$ cat config.mk
export PLATFORM = sky130hd
export DESIGN_NAME = mem_access_unit
export DESIGN_NICKNAME = d
export VERILOG_FILES = /design/src/rtl/mau_pkg.sv /design/src/rtl/load_extract.sv /design/src/rtl/mem_access_unit.sv
export SDC_FILE = /design/constraint.sdc
export NUM_CORES = 1
export LEC_CHECK = 0
export CAP_MARGIN = 30
export CORE_MARGIN = 1.5
export CORE_UTILIZATION = 40
export DETAILED_ROUTE_END_ITERATION = 8
export GPL_TIMING_DRIVEN = 0
export PLACE_DENSITY = 0.72
export SYNTH_ARGS = -nofsm -noshare
export SYNTH_HDL_FRONTEND = slang
export SYNTH_HIERARCHICAL = 1
export SYNTH_SLANG_ARGS = --single-unit
export TNS_END_PERCENT = 100
$ cat constraint.sdc
create_clock -name clk -period 2.35 [get_ports clk]
set_clock_uncertainty 0.1 [all_clocks]
set_input_delay 0.3525 -clock clk [delete_from_list [all_inputs] [get_ports clk]]
set_output_delay 0.3525 -clock clk [all_outputs]
set_load 0.05 [all_outputs]
$ cat src/rtl/mau_pkg.sv
// ============================================================================
// Module : mau_pkg
// Brief  : Shared types, funct3 codes and lane helpers for mem_access_unit.
// Rev    : 1.0  initial release
// ============================================================================
`default_nettype none

package mau_pkg;

    typedef enum logic [2:0] {
        IDLE    = 3'd0,
        LD_RD   = 3'd1,
        LD_RESP = 3'd2,
        ST_WR   = 3'd3,
        RMW_RD  = 3'd4,
`ifdef MAU_MISALIGN_TRAP_EN
        RMW_WR  = 3'd5,
        ERR     = 3'd6
`else
        RMW_WR  = 3'd5
`endif
    } mau_state_t;

    localparam logic [2:0] F3_B  = 3'b000;
    localparam logic [2:0] F3_H  = 3'b001;
    localparam logic [2:0] F3_W  = 3'b010;
    localparam logic [2:0] F3_BU = 3'b100;
    localparam logic [2:0] F3_HU = 3'b101;

    function automatic logic is_half(input logic [2:0] f3);
        return f3[1:0] == 2'b01;
    endfunction

    function automatic logic is_byte(input logic [2:0] f3);
        return f3[1:0] == 2'b00;
    endfunction

    // Byte lane of the low end of the access; halfwords snap to an even lane.
    function automatic logic [1:0] eff_lane(input logic [2:0] f3, input logic [1:0] a);
        if (is_byte(f3))
            return a;
        else if (is_half(f3))
            return {a[1], 1'b0};
        else
            return 2'b00;
    endfunction

    function automatic logic is_illegal(input logic store, input logic [2:0] f3);
        if (store)
            return f3 > F3_W;
        else
            return (f3 == 3'b011) || (f3 == 3'b110) || (f3 == 3'b111);
    endfunction

    function automatic logic is_misaligned(input logic [2:0] f3, input logic [1:0] a);
        return (is_half(f3) && a[0]) || ((f3 == F3_W) && (a != 2'b00));
    endfunction

endpackage

`default_nettype wire

$ cat src/rtl/load_extract.sv
// ============================================================================
// Module : load_extract
// Brief  : Lane select with sign/zero extension for byte/half/word loads.
// Rev    : 1.0  initial release
// ============================================================================
`default_nettype none

module load_extract
    import mau_pkg::*;
(
    input  logic [2:0]  f3,
    input  logic [1:0]  lane,
    input  logic [31:0] word,
    output logic [31:0] rdata
);

    logic [7:0]  w_byte;
    logic [15:0] w_half;

    always_comb begin
        w_byte = word[7:0];
        case (lane)
            2'd1:    w_byte = word[15:8];
            2'd2:    w_byte = word[23:16];
            2'd3:    w_byte = word[31:24];
            default: w_byte = word[7:0];
        endcase
    end

    // Odd halfword lanes fold onto the enclosing even lane.
    assign w_half = lane[1] ? word[31:16] : word[15:0];

    always_comb begin
        rdata = word;
        case (f3)
            F3_B:    rdata = {{24{w_byte[7]}}, w_byte};
            F3_H:    rdata = {{16{w_half[15]}}, w_half};
            F3_BU:   rdata = {24'd0, w_byte};
            F3_HU:   rdata = {16'd0, w_half};
            default: rdata = word;
        endcase
    end

endmodule

`default_nettype wire

$ cat src/rtl/mem_access_unit.sv
// ============================================================================
// Module : mem_access_unit
// Brief  : Load/store sequencer with sub-word extraction and RMW stores.
//          Optional MAU_MISALIGN_TRAP_EN routes misaligned/illegal requests
//          to an error response.
// Rev    : 1.0  initial release
// ============================================================================
`default_nettype none

module mem_access_unit
    import mau_pkg::*;
(
    input  logic        clk,
    input  logic        rstn,
    input  logic        req_valid,
    output logic        req_ready,
    input  logic        req_store,
    input  logic [2:0]  req_funct3,
    input  logic [31:0] req_addr,
    input  logic [31:0] req_wdata,
    output logic        resp_valid,
    output logic [31:0] resp_rdata,
    output logic        resp_err,
    output logic        mem_we,
    output logic [31:0] mem_r_addr,
    input  logic [31:0] mem_r_data,
    output logic [31:0] mem_w_addr,
    output logic [31:0] mem_w_data
);

    mau_state_t  r_state;
    mau_state_t  w_next;
    logic        r_op;
    logic [2:0]  r_f3;
    logic [31:0] r_addr;
    logic [31:0] r_wd;

    logic [2:0]  w_ld_f3;
    logic [31:0] w_ld_data;
    logic [31:0] w_mask_raw;
    logic [31:0] w_mask;
    logic [4:0]  w_shamt;
    logic [31:0] w_merge;

    always_ff @(posedge clk or negedge rstn) begin
        if (!rstn) begin
            r_state <= IDLE;
            r_op    <= 1'b0;
            r_f3    <= 3'd0;
            r_addr  <= 32'd0;
            r_wd    <= 32'd0;
        end else begin
            r_state <= w_next;
            if ((r_state == IDLE) && req_valid) begin
                r_op   <= req_store;
                r_f3   <= req_funct3;
                r_addr <= req_addr;
                r_wd   <= req_wdata;
            end
        end
    end

    assign req_ready  = (r_state == IDLE);
    assign mem_r_addr = {r_addr[31:2], 2'b00};
    assign mem_w_addr = {r_addr[31:2], 2'b00};

    // Illegal load codes behave as LW when they are not trapped.
    assign w_ld_f3 = is_illegal(1'b0, r_f3) ? F3_W : r_f3;

    load_extract u_load (
        .f3    (w_ld_f3),
        .lane  (r_addr[1:0]),
        .word  (mem_r_data),
        .rdata (w_ld_data)
    );

    // Extracting from an all-ones word yields the 0xFF / 0xFFFF field mask.
    load_extract u_mask (
        .f3    (is_half(r_f3) ? F3_HU : F3_BU),
        .lane  (2'b00),
        .word  (32'hFFFF_FFFF),
        .rdata (w_mask_raw)
    );

    assign w_shamt = {eff_lane(r_f3, r_addr[1:0]), 3'b000};
    assign w_mask  = w_mask_raw << w_shamt;
    assign w_merge = (mem_r_data & ~w_mask) | ((r_wd << w_shamt) & w_mask);

    always_comb begin
        w_next     = r_state;
        mem_we     = 1'b0;
        mem_w_data = r_wd;
        resp_valid = 1'b0;
        resp_rdata = 32'd0;
        resp_err   = 1'b0;
        case (r_state)
            IDLE: begin
                if (req_valid) begin
`ifdef MAU_MISALIGN_TRAP_EN
                    if (is_illegal(req_store, req_funct3) ||
                        is_misaligned(req_funct3, req_addr[1:0]))
                        w_next = ERR;
                    else
`endif
                    if (!req_store)
                        w_next = LD_RD;
                    else if ((req_funct3 == F3_B) || (req_funct3 == F3_H))
                        w_next = RMW_RD;
                    else
                        w_next = ST_WR;
                end
            end
            LD_RD: w_next = LD_RESP;
            LD_RESP: begin
                w_next     = IDLE;
                resp_valid = 1'b1;
                resp_rdata = r_op ? 32'd0 : w_ld_data;
            end
            ST_WR: begin
                w_next     = IDLE;
                mem_we     = 1'b1;
                resp_valid = 1'b1;
            end
            RMW_RD: w_next = RMW_WR;
            RMW_WR: begin
                w_next     = IDLE;
                mem_we     = 1'b1;
                mem_w_data = w_merge;
                resp_valid = 1'b1;
            end
`ifdef MAU_MISALIGN_TRAP_EN
            ERR: begin
                w_next     = IDLE;
                resp_valid = 1'b1;
                resp_err   = 1'b1;
            end
`endif
            default: w_next = IDLE;
        endcase
    end

endmodule

`default_nettype wire
### Yosys cells after proc, flatten, opt, wreduce, memory -nomap -nowiden

Index checks and enable logic that the tools add are counted.
W data, S select, Z words.

* muxes and demuxes: 17
* equality and inequality tests: 19
* shift-type cells: 2
* reductions and logical operators: 10
* bitwise operators: 4

Operator list (number)
* $pmux W32 S4: 1
* $mux W32: 3
* $and A32 B32 Y32: 2
* $pmux W32 S2: 1
* $shl A32 B5 Y32: 2
* $not A32 Y32: 1
* $or A32 B32 Y32: 1
* $eq A3 B3 Y1 const B: 8
* $pmux W8 S3: 1
* $mux W16: 1
* $mux W3: 4
* $eq A3 B1 Y1 const B: 3
* $eq A3 B2 Y1 const B: 3
* $logic_not A3 Y1: 3
* $pmux W3 S3: 1
* $eq A2 B1 Y1 const B: 2
* $eq A2 B2 Y1 const B: 2
* $mux W2: 2
* $logic_or A1 B1 Y1: 3
* $mux W1: 3
* $reduce_or A3 Y1: 1
* $logic_not A2 Y1: 1
* $ne A2 B2 Y1 const B: 1
* $reduce_or A2 Y1: 1
* $logic_and A1 B1 Y1: 1

* output and inout port bits: 132
* word-level logic and storage cells: 57
* register bits: 71

### Depth between registers and ports, before layout

* depth after elaboration: 9
* mapped depth: 12
* mapped depth without buffers: 9

### Hierarchy

The synthesis kept the hierarchy.

Modules (own cells, without submodules)
* mem_access_unit: cells an instance 543, sequential area each 1776.7 um2, instances 1, area each 5307.6 um2
* load_extract: cells an instance 110, sequential area each 0.0 um2, instances 2, area each 649.4 um2

### Worst setup path after synthesis

OpenSTA, ideal clock, no wires.

* path type: reg-to-output
* start: register r_f3[1]
* end: output mem_w_data[23]
* slack: -0.557 ns
* cell stages (with the launch flop): 10
* data arrival time: 2.454 ns
* buffers on the path: 1
* required time: 1.898 ns
* cell sequence: dfrtp_1 and2b_1 buf_2 inv_1 nor2_1 o21ai_0 o311ai_0 and3_1 o21ai_0 a31oi_1

* longest elaborated chain between the ends: 9

RTL lines
* from (decl): line mem_access_unit.sv:34 `logic [2:0] r_f3;`
* from (signal assigned): line mem_access_unit.sv:56 `r_f3 <= req_funct3;`
* $eq A2 B1 Y1: line mau_pkg.sv:31 `return f3[1:0] == 2'b01;`
* $mux W1: line mem_access_unit.sv:79 `.f3 (is_half(r_f3) ? F3_HU : F3_BU),`
* $eq A3 B3 Y1: line load_extract.sv:35 `case (f3)`
* $pmux W32 S2: line load_extract.sv:35
* $shl A32 B5 Y32: line mem_access_unit.sv:86 `assign w_mask = w_mask_raw << w_shamt;`
* $not A32 Y32: line mem_access_unit.sv:87 `assign w_merge = (mem_r_data & ~w_mask) | ((r_wd << w_shamt) & w_mask);`
* $and A32 B32 Y32: line mem_access_unit.sv:87
* $or A32 B32 Y32 (*): line mem_access_unit.sv:87
* $mux W32 (*): line mem_access_unit.sv:96 `case (r_state)`
* to (decl): line mem_access_unit.sv:28 `output logic [31:0] mem_w_data`

Every way passes the cells marked *; elsewhere a longest branch is shown, timed or not.

### Final worst setup path

* start: register r_f3[1]
* end: output mem_w_data[30]

Same word-level chain as after synthesis.

==> metrics.log <==
[metrics] kind of start point of the critical path: flip-flop
[metrics] final-report setup violation count: 62
[metrics] CTS clk-pin slew, worst paths: 0.06 ns
[metrics] worst slack at placement: -1.08 ns
[metrics] pin count of the biggest net entering global routing: 71
[metrics] number of antenna violations at the first check in global routing: 0
[metrics] Post-synth top flop: sky130_fd_sc_hd__dfrtp_1
[metrics] number of enable flip-flop cells after synthesis: 0
[metrics] type of element capturing the critical path: primary output
[metrics] timing-limited maximum frequency: 341 MHz
[metrics] fraction of the yosys area taken by sequential cells: 26.9%
[metrics] status: complete, but fails checks
[metrics] Hold Fails Final Rpt: 0
[metrics] clk buf depth: 2
[metrics] CTS H-tree lvls: 3
[metrics] portion of the clock cycle consumed by the worst path in the final layout: 125%
[metrics] Inserted Clock Buffers: 9
[metrics] via total after detailed routing: 7,322
[metrics] Critical Path Fanout Max: 6
[metrics] global-route usage over all layers: 28.4%
[metrics] die boundary height: 132 um
[metrics] half-perimeter wire length after placement: 18.4 mm
[metrics] critical path start-end classification: flip-flop to primary output
[metrics] number of standard cells after synthesis: 763
[metrics] First-pass DRT Iterations: 5
[metrics] Via-to-Cell Ratio: 5.28
[metrics] violations in the final reports: negative setup slack
[metrics] final hold slack: 0.239 ns
[metrics] relative slew slack: 64.1%
[metrics] Initial Utilization: 41.3%
[metrics] R2R setup slack: 0.18 ns
[metrics] Die Wd: 132 um
[metrics] Port Buffers: 229
[metrics] final core utilization: 71.8%
[metrics] hold crit path type: input pin to asynchronous set/reset pin
[metrics] area growth from synthesis to final layout: 73.8%
[metrics] aggregate routed wire length: 26.1 mm
[metrics] DRC violations left: 0
[metrics] post-synthesis area per instance: 8.66 um2
[metrics] final setup slack of the worst path: -0.587 ns
[metrics] wire length of the first global-routing pass: 38.7 mm
[metrics] Peak VDD IR: 1.44 mV
[metrics] total power divided by cell area: 1510 mW/mm2
[metrics] area of the multi-input gates: 0.00503 mm2
[metrics] vias in the first global route: 7,209
[metrics] yosys warns: 6
[metrics] full die area: 0.0173 mm2
[metrics] GPL Wtd Cong: 0.902
[metrics] unrepaired setup endpoints after global routing: yes
[metrics] data arrival time of the critical path: 2.48 ns
[metrics] Skew-Pair Late Insertion Delay: 0.35 ns
[metrics] Area after DPL: 0.00967 mm2
[metrics] antenna viol nets, final: 0
[metrics] wire per inst: 18.8 um
[metrics] layout cell share with drive strength beyond 1: 44.7%
[metrics] filler cell count: 1,219
[metrics] clock tree root driver cell: sky130_fd_sc_hd__clkbuf_16
[metrics] final layout net count: 1,269
[metrics] netlist area before placement: 0.00661 mm2
[metrics] global route total overflow: 0
[metrics] asr flop ratio synth: 100%
[metrics] flip-flop and latch count after synthesis: 71
[metrics] number of placement rows: 46
[metrics] number of library cell types mapped by synthesis: 47
[metrics] number of maximum-capacitance violations: 0
[metrics] data required time at the worst endpoint: 1.90 ns
[metrics] pins over their slew limit: 0
[metrics] minimum clock period: 2.94 ns
[metrics] Design Power: 17,400 uW
[metrics] clock tree from TritonCTS: yes
[metrics] antenna diode instance count: 0
[metrics] TritonCTS Sinks: 71
[metrics] area of the core region: 0.0160 mm2
[metrics] register area: 0.00178 mm2
[metrics] first-iteration detailed-routing DRC count: 492
[metrics] transition time at the pin with the least slew margin: 0.537 ns
[metrics] cell leakage power: 0.00515 uW
[metrics] # IOs: 235
[metrics] Layout Cell Area excl Fill: 0.0115 mm2
==> registers in the layout (all words and copies together) (netlist names) <==
register and flops:
r_addr 32, r_wd 32, r_f3 3, r_state 3, r_op 1
==> area by class of cell <==
cell class / instances / area share [%]
multi-input cells: 655 / 43.8
repair buffers: 306 / 27.7
flip-flops and latches: 71 / 15.5
plain buffers: 117 / 7.81
well taps: 216 / 2.35
clock buffers: 10 / 2.08
clock inverters: 6 / 0.370
inverters: 6 / 0.294
==> power breakdown <==
| group | internal (uW) | switching [uW] |
|---|---|---|
| clock | 747 | 583 |
| combinational | 6020 | 7420 |
| sequential | 1850 | 740 |
| total | 8620 | 8740 |
==> cell usage after synthesis, types with 12 or more instances <==
| library cell | n | share of area, % |
|---|---|---|
| sky130_fd_sc_hd__nand2_1 | 138 | 7.8 |
| sky130_fd_sc_hd__mux2_2 | 108 | 18 |
| sky130_fd_sc_hd__dfrtp_1 | 71 | 27 |
| sky130_fd_sc_hd__buf_4 | 68 | 7.7 |
| sky130_fd_sc_hd__o21ai_0 | 34 | 2.6 |
| sky130_fd_sc_hd__and2_1 | 33 | 3.1 |
| sky130_fd_sc_hd__clkbuf_1 | 27 | 1.5 |
| sky130_fd_sc_hd__a21oi_1 | 26 | 2.0 |
| sky130_fd_sc_hd__a22oi_1 | 26 | 3.0 |
| sky130_fd_sc_hd__nor2_1 | 24 | 1.4 |
| sky130_fd_sc_hd__nand3b_1 | 17 | 1.9 |
| sky130_fd_sc_hd__buf_2 | 16 | 1.2 |
| sky130_fd_sc_hd__nand3_1 | 16 | 1.2 |
| sky130_fd_sc_hd__a22o_1 | 14 | 1.9 |
| sky130_fd_sc_hd__nand2b_1 | 12 | 1.1 |
==> metal layers <==
metal | GRT usage (%) | vias to the layer above | share of wire (%)
met5 | 0 | - | 0
met4 | 12.4 | 0 | 4.2
met3 | 6.10 | 71 | 7.9
li1 | - | 3391 | -
met1 | 35.0 | 3481 | 40
met2 | 47.5 | 379 | 48
==> logic make-up after synthesis <==
kind of cell / Yosys count / share of synthesized area [%]
other: 2 / 0.114
DFF: 71 / 26.9
and+or+nand+nor: 271 / 20.3
muxes: 126 / 21.9
AOI/OAI and AO/OA: 167 / 18.4
buffers and inverters: 126 / 12.4
==> path summary, 6_finish.rpt <==
kind	endpoint	start	depth (start not counted)
setup / recovery	mem_w_data[30]	r_f3[1]$_DFFE_PN0P_	8
max in group asynchronous	r_state[2]$_DFFE_PN0P_	rstn	3
hold / removal	r_wd[22]$_DFFE_PN0P_	rstn	2
min in group clk	r_f3[2]$_DFFE_PN0P_	r_f3[2]$_DFFE_PN0P_	1
setup reg to reg	r_wd[20]$_DFFE_PN0P_	r_state[2]$_DFFE_PN0P_	7
hold reg to reg	r_f3[2]$_DFFE_PN0P_	r_f3[2]$_DFFE_PN0P_	1
==> timing repair <==
item                       4_1_cts  5_1_grt
setup endpoints to repair       67       66
pin swaps                       32       37
hold endpoints to repair        71        0
setup buffers                   37       35
hold buffers                     1        0
resized for setup              557      174
gates cloned                     1        2
==> cell usage in the layout (no fill, tap or decap), types with 19 or more instances in the layout <==
cell,count
sky130_fd_sc_hd__clkdlybuf4s50_1,158
sky130_fd_sc_hd__buf_4,128
sky130_fd_sc_hd__nand2_1,119
sky130_fd_sc_hd__mux2_2,99
sky130_fd_sc_hd__conb_1,91
sky130_fd_sc_hd__dfrtp_1,65
sky130_fd_sc_hd__buf_6,54
sky130_fd_sc_hd__buf_8,34
sky130_fd_sc_hd__and2_4,23
sky130_fd_sc_hd__nand2_2,19
==> per-stage QoR <==
step / TNS [ns] / instances
finish: -21.84 / 1387
global route: -24.83 / 1387
CTS: -19.35 / 1352
detailed placement: -55.39 / 1298
global placement: -173.69 / 1297
floorplan: 0 / 852
==> worst max-delay path, cell delays in order (launching register included) <==
cell and delay (ns):
sky130_fd_sc_hd__dfrtp_2 0.46, sky130_fd_sc_hd__buf_6 0.14, sky130_fd_sc_hd__or3b_1 0.38, sky130_fd_sc_hd__buf_6 0.15
sky130_fd_sc_hd__buf_12 0.13, sky130_fd_sc_hd__mux2_2 0.23, sky130_fd_sc_hd__o22ai_1 0.08, sky130_fd_sc_hd__o32a_2 0.41
sky130_fd_sc_hd__buf_6 0.16
Note: power is estimated with default switching activity, not from simulation.
==> RTL change, RTL diff (same flow settings) <==
The 6 states of `mau_state_t` get a one-hot encoding in 6 bits.
--- a/src/rtl/mau_pkg.sv
+++ b/src/rtl/mau_pkg.sv
@@ -7,17 +7,17 @@
 
 package mau_pkg;
 
-    typedef enum logic [2:0] {
-        IDLE    = 3'd0,
-        LD_RD   = 3'd1,
-        LD_RESP = 3'd2,
-        ST_WR   = 3'd3,
-        RMW_RD  = 3'd4,
+    typedef enum logic [5:0] {
+        IDLE    = 6'b000001,
+        LD_RD   = 6'b000010,
+        LD_RESP = 6'b000100,
+        ST_WR   = 6'b001000,
+        RMW_RD  = 6'b010000,
 `ifdef MAU_MISALIGN_TRAP_EN
         RMW_WR  = 3'd5,
         ERR     = 3'd6
 `else
-        RMW_WR  = 3'd5
+        RMW_WR  = 6'b100000
 `endif
     } mau_state_t;
 
Formal check against the unedited RTL: same outputs for any inputs over 4 cycles, from zero or initial values and one cycle with rstn low; so few cycles prove little.
==> RTL change against the unedited design <==
- the run still ends with negative setup slack left
- global-route usage up 4.4 points
- sequential power is 2% lower
- non-clock buffer count grew 18
- sequential cell count grew 3
- cell count is 12% higher
- clock power increased by 4%
- power decreased by 3.5%
- core utilization is 4.2 points higher
- routed wire length is 17% higher
- area after synthesis decreased by 0.25%
- design area up 5.9%
- setup slack lost 290 ps
==> RTL change: results <==
export IMPL_post_synthesis_cell_count=925
export IMPL_drt_pre_antenna_iters=8
export IMPL_numPlacedInstances=1460
export IMPL_power_ir_vdd_worst_uv=1065
export IMPL_grt_antenna_before_repair=0
export IMPL_cp_max_fo=5
export IMPL_final_layout_size_suffix_gt1_frac=0.3731
export IMPL_grt_util_met2=0.5464
export IMPL_reg2reg_from="r_state[3]"
export IMPL_power_clock_w=0.00138
export IMPL_status="finished with violations"
export IMPL_place_ws_ps=-1640
export IMPL_max_slew_margin_rel=0.5260
export IMPL_globalplace_congestion=0.9387
export IMPL_netlist_cell_type_count=56
export IMPL_post_dp_hpwl_mm=20.37
export IMPL_clkLatencyLatePin_ps=330
export IMPL_fillers=1111
export IMPL_route_met3_wl_mm=3.208
export IMPL_gr_layer_usage_met1=0.3950
export IMPL_critical_path_top_delay_family="compound AO/OA/AOI/OAI gates"
export IMPL_failed_checks="negative setup slack"
export IMPL_m1WireLength_mm=11.32
export IMPL_wire_length_of_the_first_global_routing_pass_mm=44.20
export IMPL_hold_worst_slack_ps=248.6
export IMPL_synth_mux_area_frac=0.08221
export IMPL_setup_viol_count_final=64
export IMPL_internal_power_w=0.008184
export IMPL_pin_count_of_the_biggest_net_entering_global_routing=73
export IMPL_min_path_type="in2async"
export IMPL_synth_sequential_area_ratio=0.2812
export IMPL_final_instance_count_excl_fillers=1556
export IMPL_synthTopCellsByCount="sky130_fd_sc_hd__nand2_1, sky130_fd_sc_hd__dfrtp_1, sky130_fd_sc_hd__nor2_1"
export IMPL_synth_area_in_compound_gates=0.1876
export IMPL_number_of_global_route_vias_before_repair=7913
export IMPL_static_leakage_power_nw=5.710
export IMPL_dr_wl_met2_mm=14.21
export IMPL_grt_util_met3=0.07832
export IMPL_worst_endpoint_arrival_ps=2770
export IMPL_reg_largest_list="r_addr: 32 flops, r_wd: 32 flops, r_state: 6 flops"
export IMPL_cp_slowest_stage_delay_ps=420
export IMPL_power_sequential_total_w=0.00255
export IMPL_synthXorXnorAreaFrac=0.002658
export IMPL_capture_point_of_the_worst_path="mem_w_data[31]"
export IMPL_grt_total_usage=0.3272
export IMPL_regToRegSetupSlack_ps=210
export IMPL_finish_net_count=1438
export IMPL_setup_slack_ps=-877.3
export IMPL_detail_route_iter0_violations=676
export IMPL_top_layer="met4"
export IMPL_vias=8366
export IMPL_netlist_top_cells_area="sky130_fd_sc_hd__dfrtp_1, sky130_fd_sc_hd__nand2_1, sky130_fd_sc_hd__buf_4, sky130_fd_sc_hd__mux2_2, sky130_fd_sc_hd__nor2_1"
RTL change: changes by cell type after synthesis, moves of 9 or more:
cell                       delta
sky130_fd_sc_hd__a211oi_1    +13
sky130_fd_sc_hd__a21oi_1     +20
sky130_fd_sc_hd__clkbuf_1    +11
sky130_fd_sc_hd__inv_1        +9
sky130_fd_sc_hd__mux2_2      -80
sky130_fd_sc_hd__nand2_1    +172
sky130_fd_sc_hd__nand2b_1    -11
sky130_fd_sc_hd__nand3_1      -9
sky130_fd_sc_hd__nand3b_1    -11
sky130_fd_sc_hd__nor2_1      +46
sky130_fd_sc_hd__o21ai_0     -13
RTL change: timing repair:
action	in CTS	in global routing
gates cloned	3	3
hold endpoints to repair	73	0
pin swaps	60	60
setup endpoints to repair	67	90
hold buffers	1	0
gates resized for setup	669	154
buffers inserted	59	31
RTL change: stage by stage:
stage,power (W),utilization
6_report,0.01675,0.7598
4_1_cts,0.01528,0.7169
3_3_place_gp,0.01196,0.6153
3_5_place_dp,0.01204,0.6169
2_1_floorplan,0.009215,-
5_1_grt,0.01738,0.7598
RTL change: final cells by class:
class / instances / area share
Inverter: 16 / 0.006175
Clock inverter: 4 / 0.004220
Buffer: 124 / 0.07843
Multi-Input combinational cell: 793 / 0.4363
Tap cell: 216 / 0.02223
Clock buffer: 12 / 0.02028
Sequential cell: 74 / 0.1527
Timing Repair Buffer: 317 / 0.2796
RTL change: worst reg2reg max path, stage by stage, from the launching register on:
cell,delay (ps)
sky130_fd_sc_hd__dfrtp_1,470
sky130_fd_sc_hd__nor2_2,240
sky130_fd_sc_hd__and4_1,290
sky130_fd_sc_hd__and2_1,150
sky130_fd_sc_hd__clkbuf_1,280
sky130_fd_sc_hd__clkbuf_1,380
sky130_fd_sc_hd__nand2_1,110
sky130_fd_sc_hd__nand2_1,70
